### src/rtl/ssp_pkg.sv
// Shared types and SSP register map for the APB command master.
package ssp_pkg;

    localparam int SSP_ADDR_W = 10;
    localparam int SSP_DATA_W = 16;

    typedef enum logic [1:0] {
        IDLE   = 2'd0,
        SETUP  = 2'd1,
        ACCESS = 2'd2,
        RESP   = 2'd3
    } state_t;

    // SSP register word addresses (byte address bits [11:2])
    localparam logic [SSP_ADDR_W-1:0] SSP_CR0        = 10'h000;
    localparam logic [SSP_ADDR_W-1:0] SSP_CR1        = 10'h001;
    localparam logic [SSP_ADDR_W-1:0] SSP_DR         = 10'h002;
    localparam logic [SSP_ADDR_W-1:0] SSP_SR         = 10'h003;
    localparam logic [SSP_ADDR_W-1:0] SSP_CPSR       = 10'h004;
    localparam logic [SSP_ADDR_W-1:0] SSP_IMSC       = 10'h005;
    localparam logic [SSP_ADDR_W-1:0] SSP_RIS        = 10'h006;
    localparam logic [SSP_ADDR_W-1:0] SSP_MIS        = 10'h007;
    localparam logic [SSP_ADDR_W-1:0] SSP_ICR        = 10'h008;
    localparam logic [SSP_ADDR_W-1:0] SSP_DMACR      = 10'h009;
    localparam logic [SSP_ADDR_W-1:0] SSP_PERIPHID0  = 10'h3F8;
    localparam logic [SSP_ADDR_W-1:0] SSP_PERIPHID1  = 10'h3F9;
    localparam logic [SSP_ADDR_W-1:0] SSP_PERIPHID2  = 10'h3FA;
    localparam logic [SSP_ADDR_W-1:0] SSP_PERIPHID3  = 10'h3FB;
    localparam logic [SSP_ADDR_W-1:0] SSP_PCELLID0   = 10'h3FC;
    localparam logic [SSP_ADDR_W-1:0] SSP_PCELLID1   = 10'h3FD;
    localparam logic [SSP_ADDR_W-1:0] SSP_PCELLID2   = 10'h3FE;
    localparam logic [SSP_ADDR_W-1:0] SSP_PCELLID3   = 10'h3FF;

    typedef struct packed {
        logic                  write;
        logic [SSP_ADDR_W-1:0] addr;
        logic [SSP_DATA_W-1:0] wdata;
    } cmd_t;

    // True for any word address the SSP actually decodes.
    function automatic logic is_ssp_reg(input logic [SSP_ADDR_W-1:0] a);
        return a inside {SSP_CR0, SSP_CR1, SSP_DR, SSP_SR, SSP_CPSR, SSP_IMSC,
                         SSP_RIS, SSP_MIS, SSP_ICR, SSP_DMACR,
                         SSP_PERIPHID0, SSP_PERIPHID1, SSP_PERIPHID2, SSP_PERIPHID3,
                         SSP_PCELLID0, SSP_PCELLID1, SSP_PCELLID2, SSP_PCELLID3};
    endfunction

endpackage

### src/rtl/ssp_apb_cmd_master_if.sv
// Command/response stream plus APB register port of the SSP command master.
interface ssp_apb_cmd_master_if #(
    parameter int ADDR_W = 10,
    parameter int DATA_W = 16
);
    logic              cmd_valid;
    logic              cmd_ready;
    logic              cmd_write;
    logic [ADDR_W-1:0] cmd_addr;
    logic [DATA_W-1:0] cmd_wdata;
    logic              rsp_valid;
    logic              rsp_ready;
    logic [DATA_W-1:0] rsp_rdata;
    logic              rsp_err;
    logic              PSEL;
    logic              PENABLE;
    logic              PWRITE;
    logic [ADDR_W-1:0] PADDR;
    logic [31:0]       PWDATA;
    logic [31:0]       PRDATA;
    logic              PREADY;
    logic              PSLVERR;

    // View of the command master itself
    modport master (
        input  cmd_valid, cmd_write, cmd_addr, cmd_wdata, rsp_ready,
               PRDATA, PREADY, PSLVERR,
        output cmd_ready, rsp_valid, rsp_rdata, rsp_err,
               PSEL, PENABLE, PWRITE, PADDR, PWDATA
    );

    // View of the agents around it (command source, response sink, APB slave)
    modport slave (
        output cmd_valid, cmd_write, cmd_addr, cmd_wdata, rsp_ready,
               PRDATA, PREADY, PSLVERR,
        input  cmd_ready, rsp_valid, rsp_rdata, rsp_err,
               PSEL, PENABLE, PWRITE, PADDR, PWDATA
    );
endinterface

### src/rtl/ssp_apb_cmd_master.sv
// Single-outstanding APB master: one valid/ready command in, one APB transfer,
// one response out.
//
// state  | meaning
// IDLE   | ready for a command, APB idle
// SETUP  | APB setup phase (PSEL=1, PENABLE=0), always one cycle
// ACCESS | APB access phase, waiting for PREADY or timeout
// RESP   | response presented, held until rsp_ready
module ssp_apb_cmd_master
    import ssp_pkg::*;
#(
    parameter int ADDR_W  = SSP_ADDR_W,
    parameter int DATA_W  = SSP_DATA_W,
    parameter int TIMEOUT = 16
) (
    input  logic                 PCLK,
    input  logic                 PRESETn,
    ssp_apb_cmd_master_if.master bus,
    output logic [15:0]          txn_count
);

    // Last ACCESS cycle allowed without PREADY before the transfer is abandoned.
    localparam logic [15:0] WAIT_LAST = (TIMEOUT == 0) ? 16'd0 : 16'(TIMEOUT - 1);

    state_t            state_q, state_d;
    cmd_t              cmd_q, cmd_d;
    logic [15:0]       wait_q, wait_d;
    logic [DATA_W-1:0] rdata_q, rdata_d;
    logic              err_q, err_d;
    logic [15:0]       txn_q, txn_d;

    // Upper PRDATA bits are not part of the 16-bit SSP register space.
    logic unused_prdata;
    assign unused_prdata = ^bus.PRDATA[31:DATA_W];

    assign bus.rsp_rdata = rdata_q;
    assign bus.rsp_err   = err_q;
    assign txn_count     = txn_q;

    // State and datapath registers; reset kills any in-flight transfer.
    always_ff @(posedge PCLK or negedge PRESETn) begin
        if (!PRESETn) begin
            state_q <= IDLE;
            cmd_q   <= '0;
            wait_q  <= '0;
            rdata_q <= '0;
            err_q   <= 1'b0;
            txn_q   <= '0;
        end else begin
            state_q <= state_d;
            cmd_q   <= cmd_d;
            wait_q  <= wait_d;
            rdata_q <= rdata_d;
            err_q   <= err_d;
            txn_q   <= txn_d;
        end
    end

    // Next-state, APB drive and response capture.
    always_comb begin
        state_d       = state_q;
        cmd_d         = cmd_q;
        wait_d        = wait_q;
        rdata_d       = rdata_q;
        err_d         = err_q;
        txn_d         = txn_q;
        bus.cmd_ready = 1'b0;
        bus.rsp_valid = 1'b0;
        bus.PSEL      = 1'b0;
        bus.PENABLE   = 1'b0;
        bus.PWRITE    = 1'b0;
        bus.PADDR     = '0;
        bus.PWDATA    = '0;

        case (state_q)
            IDLE: begin
                bus.cmd_ready = 1'b1;
                if (bus.cmd_valid) begin
                    cmd_d.write = bus.cmd_write;
                    cmd_d.addr  = SSP_ADDR_W'(bus.cmd_addr);
                    cmd_d.wdata = SSP_DATA_W'(bus.cmd_wdata);
                    wait_d      = '0;
                    state_d     = SETUP;
                end
            end
            SETUP: begin
                bus.PSEL   = 1'b1;
                bus.PWRITE = cmd_q.write;
                bus.PADDR  = ADDR_W'(cmd_q.addr);
                bus.PWDATA = 32'(cmd_q.wdata);
                state_d    = ACCESS;
            end
            ACCESS: begin
                bus.PSEL    = 1'b1;
                bus.PENABLE = 1'b1;
                bus.PWRITE  = cmd_q.write;
                bus.PADDR   = ADDR_W'(cmd_q.addr);
                bus.PWDATA  = 32'(cmd_q.wdata);
                if (bus.PREADY) begin
                    err_d   = bus.PSLVERR;
                    rdata_d = (!cmd_q.write && !bus.PSLVERR) ? bus.PRDATA[DATA_W-1:0] : '0;
                    txn_d   = txn_q + 16'd1;
                    state_d = RESP;
                end else if ((TIMEOUT != 0) && (wait_q == WAIT_LAST)) begin
                    err_d   = 1'b1;
                    rdata_d = '0;
                    txn_d   = txn_q + 16'd1;
                    state_d = RESP;
                end else begin
                    wait_d = wait_q + 16'd1;
                end
            end
            RESP: begin
                bus.rsp_valid = 1'b1;
                if (bus.rsp_ready) begin
                    state_d = IDLE;
                end
            end
            default: state_d = IDLE;
        endcase
    end

endmodule

### src/flat_wrapper.sv
// flat-port wrapper written by rule: the top's interface ports become plain ports
module ssp_apb_cmd_master_flat import ssp_pkg::*;
#(
    parameter int ADDR_W  = SSP_ADDR_W,
    parameter int DATA_W  = SSP_DATA_W,
    parameter int TIMEOUT = 16
)
  (PCLK, PRESETn, txn_count, bus_cmd_valid, bus_cmd_write, bus_cmd_addr, bus_cmd_wdata, bus_rsp_ready, bus_PRDATA, bus_PREADY, bus_PSLVERR, bus_cmd_ready, bus_rsp_valid, bus_rsp_rdata, bus_rsp_err, bus_PSEL, bus_PENABLE, bus_PWRITE, bus_PADDR, bus_PWDATA);
  ssp_apb_cmd_master_if #(.ADDR_W(ADDR_W), .DATA_W(DATA_W)) bus_i ();
  input  logic PCLK;
  input  logic PRESETn;
  output logic [15:0] txn_count;
  input wire logic [$bits(bus_i.cmd_valid)-1:0] bus_cmd_valid;
  input wire logic [$bits(bus_i.cmd_write)-1:0] bus_cmd_write;
  input wire logic [$bits(bus_i.cmd_addr)-1:0] bus_cmd_addr;
  input wire logic [$bits(bus_i.cmd_wdata)-1:0] bus_cmd_wdata;
  input wire logic [$bits(bus_i.rsp_ready)-1:0] bus_rsp_ready;
  input wire logic [$bits(bus_i.PRDATA)-1:0] bus_PRDATA;
  input wire logic [$bits(bus_i.PREADY)-1:0] bus_PREADY;
  input wire logic [$bits(bus_i.PSLVERR)-1:0] bus_PSLVERR;
  output wire logic [$bits(bus_i.cmd_ready)-1:0] bus_cmd_ready;
  output wire logic [$bits(bus_i.rsp_valid)-1:0] bus_rsp_valid;
  output wire logic [$bits(bus_i.rsp_rdata)-1:0] bus_rsp_rdata;
  output wire logic [$bits(bus_i.rsp_err)-1:0] bus_rsp_err;
  output wire logic [$bits(bus_i.PSEL)-1:0] bus_PSEL;
  output wire logic [$bits(bus_i.PENABLE)-1:0] bus_PENABLE;
  output wire logic [$bits(bus_i.PWRITE)-1:0] bus_PWRITE;
  output wire logic [$bits(bus_i.PADDR)-1:0] bus_PADDR;
  output wire logic [$bits(bus_i.PWDATA)-1:0] bus_PWDATA;
  assign bus_i.cmd_valid = bus_cmd_valid;
  assign bus_i.cmd_write = bus_cmd_write;
  assign bus_i.cmd_addr = bus_cmd_addr;
  assign bus_i.cmd_wdata = bus_cmd_wdata;
  assign bus_i.rsp_ready = bus_rsp_ready;
  assign bus_i.PRDATA = bus_PRDATA;
  assign bus_i.PREADY = bus_PREADY;
  assign bus_i.PSLVERR = bus_PSLVERR;
  assign bus_cmd_ready = bus_i.cmd_ready;
  assign bus_rsp_valid = bus_i.rsp_valid;
  assign bus_rsp_rdata = bus_i.rsp_rdata;
  assign bus_rsp_err = bus_i.rsp_err;
  assign bus_PSEL = bus_i.PSEL;
  assign bus_PENABLE = bus_i.PENABLE;
  assign bus_PWRITE = bus_i.PWRITE;
  assign bus_PADDR = bus_i.PADDR;
  assign bus_PWDATA = bus_i.PWDATA;
  ssp_apb_cmd_master #(.ADDR_W(ADDR_W), .DATA_W(DATA_W), .TIMEOUT(TIMEOUT)) u_core (.PCLK(PCLK), .PRESETn(PRESETn), .bus(bus_i), .txn_count(txn_count));
endmodule
### config.mk
export PLATFORM = sky130hd
export DESIGN_NAME = ssp_apb_cmd_master_flat
export DESIGN_NICKNAME = d
export VERILOG_FILES = /design/src/rtl/ssp_pkg.sv /design/src/rtl/ssp_apb_cmd_master_if.sv /design/src/rtl/ssp_apb_cmd_master.sv /design/src/flat_wrapper.sv
export SDC_FILE = /design/constraint.sdc
export NUM_CORES = 1
export LEC_CHECK = 0
export CAP_MARGIN = 20
export CELL_PAD_IN_SITES_DETAIL_PLACEMENT = 0
export CELL_PAD_IN_SITES_GLOBAL_PLACEMENT = 1
export CORE_ASPECT_RATIO = 0.8
export CORE_MARGIN = 2
export CORE_UTILIZATION = 40
export DETAILED_ROUTE_END_ITERATION = 8
export DONT_BUFFER_PORTS = 1
export PLACE_DENSITY = 0.7
export SLEW_MARGIN = 20
export SYNTH_ARGS = -nofsm -noshare
export SYNTH_HDL_FRONTEND = slang
export SYNTH_SLANG_ARGS = --single-unit
### constraint.sdc
create_clock -name PCLK -period 6.1 [get_ports PCLK]
set_clock_uncertainty 0.05 [all_clocks]
set_input_delay 0.61 -clock PCLK [delete_from_list [all_inputs] [get_ports PCLK]]
set_output_delay 0.61 -clock PCLK [all_outputs]
set_load 0.01 [all_outputs]
==> flow_summary.json, run 1 <==
{
  "die_y_um": 92.1,
  "p_per_area_nw_per_um2": 482,
  "rsz0062_at_grt": "false",
  "power.share.combinational_pct": 32.2,
  "grt_usage_pct": 15.7,
  "tightest_slew_ns": 0.862,
  "insertion_delay_ns": 0.33,
  "dpl_cell_area_um2": 3880,
  "relSlewSlack_pct": 42.5,
  "fin_area_um2": 4230,
  "wire_per_inst_um": 17.7,
  "p_sw_w": 0.000742,
  "port-buffer-count": 0,
  "area_growth_syn_to_layout_pct": 8.90,
  "worstPathCellList": "ha_1 > and3_1 > and4_1 > o21ai_2 > mux2_1",
  "ir_drop_v": 0.000299,
  "drc_errors": 0,
  "hp-class": "in2async",
  "row_count": 32,
  "ys_warn_count": 0,
  "switching_share_pct": 36.4,
  "cts_sinks": 78,
  "min_period_ns": 2.54,
  "critPathSlowestCell": "o21ai_2",
  "nNetsFinal": 407,
  "grt_max_degree": 79,
  "dieArea_um2": 10500,
  "ios": 145,
  "core_area_um2": 9530,
  "pwr-share-clk_pct": 26.6,
  "synthCells": 343,
  "tns_ns": 0,
  "n_antenna_cell": 0,
  "leakage_nw": 1.80,
  "synth_top_area_share_pct": 50.3,
  "dr.first_iter.drc_count": 173,
  "routed-via-count": 2602,
  "hold_viol": 0,
  "synth_area_leaders": "dfrtp_1 (50%), mux2_2 (8.1%), and2_1 (4.4%)",
  "r2r_slack_ns": 3.56,
  "period_share_pct": 41.7,
  "dp_cells": 443,
  "post_cts_resized": 0,
  "p_int_w": 0.00130,
  "cts_buffer_depth": 2,
  "antenna_found_initial": 0,
  "final_max_slew_viol_count": 0,
  "cp.required_ns": 6.26,
  "cts_root_buf": "clkbuf_16",
  "synth_top_cell_by_area": "dfrtp_1",
  "gp_congestion": 0.756,
  "setup.worst_path.end_class": "flip-flop",
  "path_clk_slew_ns": 0.06,
  "drv_cap": 0,
  "cts_tree": "done",
  "synth-seq-cells": 78,
  "final_cells": 461,
  "antenna_left": 0,
  "seq_power_share_pct": 41.2,
  "nFillCells": 883,
  "htree_levels": 3,
  "cts_buffers": 9,
  "startpoint_type": "flip-flop",
  "grt_pass1_vias": 2519,
  "critPathArrivalTime_ns": 2.70,
  "overflow": 0,
  "die_x_um": 114,
  "initial_core_util_pct": 40.7,
  "drive_above_1_share_pct": 14.9,
  "grt_pass1_wl_um": 13100,
  "cpPeakStageDelay_ns": 0.74,
  "synth_cell_types": 49,
  "critPathKind": "reg2reg",
  "max_freq_mhz": 393,
  "via_per_inst": 5.64,
  "synth_edf_count": 0,
  "synth-seq-area-share_pct": 50.3,
  "synth_ff_type": "dfrtp_1",
  "hpwl_um": 5510,
  "worst-path-max-fanout": 19,
  "status": "complete, no violations",
  "syn_area_um2": 3880,
  "drt_pre_antenna_iters": 4,
  "finalSetupViolations": 0,
  "wl_um": 8150,
  "async_flop_share_pct": 100,
  "syn_avg_cell_area_um2": 11.3
}
through the flow:
stage          utilization (%)  power (W)  setup WS (ns)  hold WS, ns
6_report                  44.4    0.00204           3.56        0.120
5_1_grt                   44.4    0.00216           3.41        0.149
4_1_cts                   44.2    0.00206           3.56        0.136
3_5_place_dp              40.7    0.00150           3.56        0.270
3_3_place_gp              40.7    0.00148           3.65        0.271
2_1_floorplan                -    0.00137           4.11        0.264
cell usage in the layout, fill, tap and decap left out, types with 2 or more instances in the layout:
master     instances
a21oi_1            2
a221o_1            9
a22o_1            17
and2_1            27
and3_1             2
and4_1             4
clkbuf_1           2
clkbuf_16          9
conb_1            16
dfrtp_1           78
ha_1               5
inv_1              4
mux2_1             2
mux2_2            28
mux2i_1            3
nand2_1           13
nand2b_1           6
nand3_1           10
nand3b_1           4
nand4_1           10
nand4b_1           2
nor2_1            12
nor2_2             2
nor3_1            16
nor3b_1            2
nor4_1             6
nor4_2             2
nor4b_1            5
o21ai_0            4
o221ai_1           2
o31ai_1            2
o41ai_1            2
xnor2_1            3
xor2_1            12
kinds of logic after synthesis:
group / Yosys count / synth area share [%]
other cells: 1 / 0.0966
xor+xnor: 15 / 3.39
flops: 78 / 50.3
simple gates: 126 / 19.1
mux: 33 / 9.48
buf+inv: 39 / 5.90
fa+ha+maj: 5 / 1.61
compound gates: 46 / 10.1
flip-flops by register name, summed over array words and instances, names as in the netlist:
register / flops
u_core.state_q: 2
u_core.wait_q: 16
u_core.bus.rsp_rdata: 16
u_core.txn_count: 16
u_core.bus.rsp_err: 1
u_core.cmd_q: 27
cell type report:
type                    count  area, um2  area share, %
inverters                   4       15.0          0.355
clock buffers              12        246           5.83
repair buffers              3       50.0           1.18
well taps                 119        149           3.52
clock inverters             4       55.1           1.30
multi-input cells         241       1760           41.6
flip-flops and latches     78       1950           46.2
per-layer routing:
metal / global-route usage, % / wire, um / part of all wire [%]
met5: 0 / 0 / 0
met4: 3.96 / 69 / 0.85
met3: 6.68 / 671 / 8.2
met2: 23.4 / 3650 / 45
met1: 21.1 / 3760 / 46
repair_timing:
item,4_1_cts,5_1_grt
setup buffers,0,0
setup endpoints to repair,0,0
hold endpoints to repair,78,0
hold buffers,1,0
cells in the mapped netlist (2+ instances only):
| cell | number |
|---|---|
| a21oi_1 | 2 |
| a221o_1 | 9 |
| a22o_1 | 17 |
| and2_1 | 27 |
| and3_1 | 2 |
| and4_1 | 4 |
| buf_2 | 5 |
| buf_4 | 16 |
| buf_6 | 2 |
| clkbuf_1 | 10 |
| dfrtp_1 | 78 |
| ha_1 | 5 |
| inv_1 | 4 |
| mux2_1 | 2 |
| mux2_2 | 28 |
| mux2i_1 | 3 |
| nand2_1 | 13 |
| nand2b_1 | 6 |
| nand3_1 | 10 |
| nand3b_1 | 4 |
| nand4_1 | 10 |
| nand4b_1 | 2 |
| nor2_1 | 13 |
| nor3_1 | 16 |
| nor3b_1 | 2 |
| nor4_1 | 6 |
| nor4_2 | 2 |
| nor4b_1 | 5 |
| o21ai_0 | 4 |
| o221ai_1 | 2 |
| o31ai_1 | 2 |
| o41ai_1 | 2 |
| xnor2_1 | 3 |
| xor2_1 | 12 |
power groups by stage:
stage | Clock (W) | Sequential, W | Combinational [W]
2_1_floorplan | 0 | 0.000805 | 0.000569
3_3_place_gp | 0 | 0.000841 | 0.000641
3_5_place_dp | 0 | 0.000848 | 0.000649
4_1_cts | 0.000558 | 0.000841 | 0.000664
5_1_grt | 0.000576 | 0.000862 | 0.000726
6_report | 0.000541 | 0.000839 | 0.000656
path summary, 6_finish.rpt:
path | cells after the start | start | end
min | 1 | PRESETn | u_core.txn_count[6]
min in group PCLK | 1 | bus_PRDATA[10] | u_core.bus.rsp_rdata[10]
max in group asynchronous | 1 | PRESETn | u_core.txn_count[12]
max | 5 | u_core.wait_q[0] | u_core.txn_count[1]
min reg2reg | 1 | u_core.cmd_q[0] | u_core.cmd_q[0]
max reg2reg | 5 | u_core.wait_q[0] | u_core.txn_count[1]
critical path: cells and delay by family (launching register included):
kind / cells / cell delay, ns
fa+ha+maj: 1 / 0.25
mux: 1 / 0.38
simple gates: 2 / 0.59
compound gates: 1 / 0.74
flops: 1 / 0.40
No activity file was read; power rests on OpenSTA's default activity.
==> inputs of run 2 (changes only) <==
Settings changed: PLACE_DENSITY 0.7 to 0.72.
Clock period 6.1 ns to 2.2 ns, I/O delays scaled along.
==> flow_summary.json, run 2 (same netlist as run 1, synthesis figures left out) <==
{
  "ios": 145,
  "wire_per_inst_um": 17.3,
  "dp_cells": 464,
  "status": "complete, no violations",
  "grt_max_degree": 79,
  "holdPathEnd": "u_core.state_q[0]",
  "initial_core_util_pct": 40.7,
  "final_cells": 526,
  "row_count": 32,
  "dr.first_iter.drc_count": 234,
  "grt_usage_pct": 17.6,
  "regMostFlops": "u_core.cmd_q",
  "wl_um": 9080,
  "hold_depth": 2,
  "relSlewSlack_pct": 65.3,
  "worstReg2RegEnd": "u_core.wait_q[3]",
  "worstHoldStart": "bus_rsp_ready",
  "area_growth_syn_to_layout_pct": 24.6,
  "multi_input_area_um2": 1770,
  "largest_reg_flops": 27,
  "layout_common_cells": "dfrtp_1 (78), dlygate4sd3_1 (44), mux2_2 (28), and2_1 (27), buf_4 (21)",
  "r2r_slack_ns": 0.08,
  "min_period_ns": 2.12,
  "dieArea_um2": 10500,
  "ff2ff_path_depth": 5,
  "nNetsFinal": 471,
  "gp_congestion": 0.828,
  "setup.worst_path.end_class": "flip-flop",
  "drt_pre_antenna_iters": 4,
  "period_share_pct": 96.4,
  "leakage_nw": 2.09,
  "path_clk_slew_ns": 0.06,
  "critPathArrivalTime_ns": 2.28,
  "finalSetupViolations": 0,
  "cts_tree": "done",
  "insertion_delay_ns": 0.33,
  "cts_sinks": 78,
  "core_area_um2": 9530,
  "antenna_left": 0,
  "critPathKind": "reg2reg",
  "final_max_slew_viol_count": 0,
  "tns_ns": 0,
  "drive_above_1_share_pct": 18.2,
  "rsz0062_at_grt": "false",
  "startpoint_type": "flip-flop",
  "via_per_inst": 5.37,
  "hold_viol": 0,
  "p_per_area_nw_per_um2": 1220,
  "grt_pass1_wl_um": 14500,
  "power.total_w": 0.00588,
  "drv_cap": 0,
  "antenna_found_initial": 1,
  "die_x_um": 114,
  "drc_errors": 0,
  "max_freq_mhz": 472,
  "cts_buffer_depth": 2,
  "grt_pass1_vias": 2781,
  "routed-via-count": 2823,
  "hpwl_um": 5710,
  "worst-path-max-fanout": 11,
  "ir_drop_v": 0.000825,
  "die_y_um": 92.1,
  "rr_startpoint": "u_core.wait_q[0]",
  "htree_levels": 3,
  "hp-class": "in2reg",
  "cts_buffers": 9,
  "nFillCells": 841,
  "port-buffer-count": 0,
  "tightest_slew_ns": 0.520,
  "overflow": 0,
  "seqCellArea_um2": 1950,
  "cp.required_ns": 2.36,
  "final_common_cell": "dfrtp_1",
  "cts_root_buf": "clkbuf_16"
}
run 2: final cells by class:
cell class	count	area share, %
multi-input combinational	241	36.6
timing repair buffer	67	13.4
clock inverter	5	1.19
inverter	4	0.310
antenna	1	0.0517
sequential	78	40.4
clock buffer	11	5.02
tap	119	3.08
run 2: what timing repair did:
| action | CTS | global route |
|---|---|---|
| gates resized for setup | 0 | 3 |
| hold endpoints to repair | 121 | 0 |
| hold buffers | 45 | 0 |
| endpoints found under the setup margin | 0 | 30 |
| setup buffers | 0 | 0 |
run 2: stage by stage:
stage          hold slack [ns]  instance area, um2  setup slack, ns  utilization (%)
2_1_floorplan           -0.126                3940            0.213                -
3_3_place_gp            -0.120                4050            0.158             42.5
3_5_place_dp            -0.122                4050            0.132             42.5
4_1_cts                 0.0227                4820           0.0449             50.6
5_1_grt                 0.0468                4830           0.0226             50.7
6_report                0.0419                4840           0.0800             50.7
run 2: how the worst max path moves through the flow:
stage / from / to / slack, ns
global route: u_core.wait_q[5] / u_core.txn_count[12] / 0.02
CTS: u_core.state_q[0] / bus_PWDATA[10] / 0.04
detailed placement: u_core.wait_q[0] / u_core.wait_q[9] / 0.13
global placement: u_core.wait_q[0] / u_core.wait_q[5] / 0.16
floorplan: u_core.state_q[0] / u_core.wait_q[11] / 0.21
finish: u_core.wait_q[0] / u_core.wait_q[3] / 0.08
run 2: per-layer routing:
metal  share of wire (%)  global-route usage (%)
met5                   0                       0
met4                0.73                    4.37
met1                  48                    24.0
met3                 6.5                    7.87
met2                  45                    25.6
run 2: critical path: stages, from the launching register on:
cell and delay [ns]:
dfrtp_1 0.40, ha_1 0.27, and3_1 0.17, and4_1 0.22, o31a_1 0.46, a221o_1 0.42
run 2: report_power, final:
group	leakage, nW	total, W	internal [W]	switching, W
combinational	0.953	0.00204	0.000909	0.00113
clock	0.150	0.00150	0.000912	0.000591
sequential	0.991	0.00233	0.00190	0.000427
==> inputs of run 3 (changes only) <==
Settings changed: PLACE_DENSITY 0.72 to 0.7.
Clock period 2.2 ns to 2.3 ns, I/O delays scaled along.
==> flow_summary.json, run 3 (same netlist as run 1, synthesis figures left out) <==
{
  "die_y_um": 92.1,
  "drc_errors": 0,
  "htree_levels": 3,
  "routed-via-count": 2822,
  "hold_viol": 0,
  "via_per_inst": 5.45,
  "nNetsFinal": 466,
  "p_int_w": 0.00355,
  "cts_root_buf": "clkbuf_16",
  "critPathArrivalTime_ns": 1.85,
  "gp_congestion": 0.774,
  "overflow": 0,
  "cts_sinks": 78,
  "finalSetupViolations": 0,
  "worst-path-buf-inv": 1,
  "layout_common_cells": "dfrtp_1 (78), dlygate4sd3_1 (44), mux2_2 (28), and2_1 (27), a22o_1 (17)",
  "cpLargestDelayFamily": "adder cells",
  "port-buffer-count": 0,
  "min_period_ns": 2.13,
  "pwr-share-clk_pct": 25.5,
  "tightest_slew_ns": 0.724,
  "cp.required_ns": 2.02,
  "core_area_um2": 9530,
  "final_common_cell": "dfrtp_1",
  "wl_um": 9100,
  "path_clk_slew_ns": 0.06,
  "max_freq_mhz": 470,
  "hold_ws_ns": 0.0632,
  "cpPeakStageDelay_ns": 0.76,
  "antenna_found_initial": 0,
  "ir_drop_v": 0.000787,
  "status": "complete, no violations",
  "grt_max_degree": 79,
  "seq_power_share_pct": 40.2,
  "insertion_delay_ns": 0.33,
  "critPathKind": "reg2out",
  "hpwl_um": 5890,
  "cts_buffer_depth": 2,
  "final_max_slew_viol_count": 0,
  "final_cells": 518,
  "wire_per_inst_um": 17.6,
  "area_growth_syn_to_layout_pct": 23.5,
  "n_antenna_cell": 0,
  "rsz0062_at_grt": "false",
  "setup.worst_path.end_class": "primary output",
  "grt_pass1_vias": 2924,
  "ios": 145,
  "period_share_pct": 92.5,
  "dpl_cell_area_um2": 4010,
  "critPathSlowestCell": "ha_1",
  "largest_reg_flops": 27,
  "dp_cells": 459,
  "regMostFlops": "u_core.cmd_q",
  "p_sw_w": 0.00201,
  "leakage_nw": 2.06,
  "pre_cts_ws_ns": 0.0812,
  "power.share.combinational_pct": 34.4,
  "row_count": 32,
  "drive_above_1_share_pct": 16.5,
  "postCtsSetupBuffers": 0,
  "antenna_left": 0,
  "startpoint_type": "flip-flop",
  "dr.first_iter.drc_count": 207,
  "hp-class": "in2reg",
  "worst-path-max-fanout": 29,
  "drt_pre_antenna_iters": 4,
  "grt_pass1_wl_um": 14800,
  "worstPathCellList": "inv_1 > ha_1 > and2_1",
  "finalWorstSetupSlack_ns": 0.173,
  "initial_core_util_pct": 40.7,
  "p_per_area_nw_per_um2": 1160,
  "cts_tree": "done",
  "fin_area_um2": 4790,
  "drv_cap": 0,
  "dieArea_um2": 10500,
  "die_x_um": 114,
  "relSlewSlack_pct": 51.8,
  "cts_buffers": 9,
  "switching_share_pct": 36.2,
  "grt_usage_pct": 17.8,
  "tns_ns": 0
}
run 3: cell type report:
type	instances	area (um2)
Sequential cell	78	1950
Timing Repair Buffer	62	608
Clock buffer	11	253
Fill cell	833	4740
Clock inverter	3	45.0
Tap cell	119	149
Inverter	4	15.0
Multi-Input combinational cell	241	1770
run 3: power groups by stage:
stage,Combinational (W),Sequential (W),Clock [W]
2_1_floorplan,0.00151,0.00214,0
3_3_place_gp,0.00177,0.00222,0
3_5_place_dp,0.00181,0.00224,0
4_1_cts,0.00191,0.00223,0.00144
5_1_grt,0.00210,0.00229,0.00150
6_report,0.00191,0.00224,0.00142
run 3: path summary, 6_finish.rpt:
| path | startpoint | endpoint | slack, ns | cells after the start |
|---|---|---|---|---|
| worst max-delay path | u_core.state_q[0] | bus_PWDATA[15] | 0.17 | 3 |
| worst min-delay path | bus_rsp_ready | u_core.state_q[0] | 0.06 | 2 |
| worst max register to register | u_core.wait_q[9] | u_core.wait_q[0] | 0.20 | 4 |
| worst min register to register | u_core.cmd_q[3] | u_core.cmd_q[3] | 0.45 | 1 |
| max in group asynchronous | PRESETn | u_core.bus.rsp_rdata[15] | 1.46 | 2 |
| min in group asynchronous | PRESETn | u_core.wait_q[9] | 0.41 | 2 |
run 3: repair_timing:
action / 4_1_cts / 5_1_grt
setup endpoints to repair: 0 / 2
hold buffers: 44 / 1
resized for setup: 0 / 2
hold endpoints to repair: 120 / 1
run 3: stage by stage:
step / utilization [%] / total power [W]
after global routing: 50.3 / 0.00589
final: 50.3 / 0.00557
after floorplan: - / 0.00365
after detailed placement: 42.1 / 0.00405
after global placement: 42.1 / 0.00399
after CTS: 50.0 / 0.00558
run 3: layer usage:
metal,part of all wire [%],global-route usage [%],vias up,routed length [um]
met4,1.5,5.08,0,138
met1,46,23.3,1372,4150
met3,7.1,6.87,11,646
met2,46,27.4,110,4170
met5,0,0,-,0
li1,-,-,1329,-
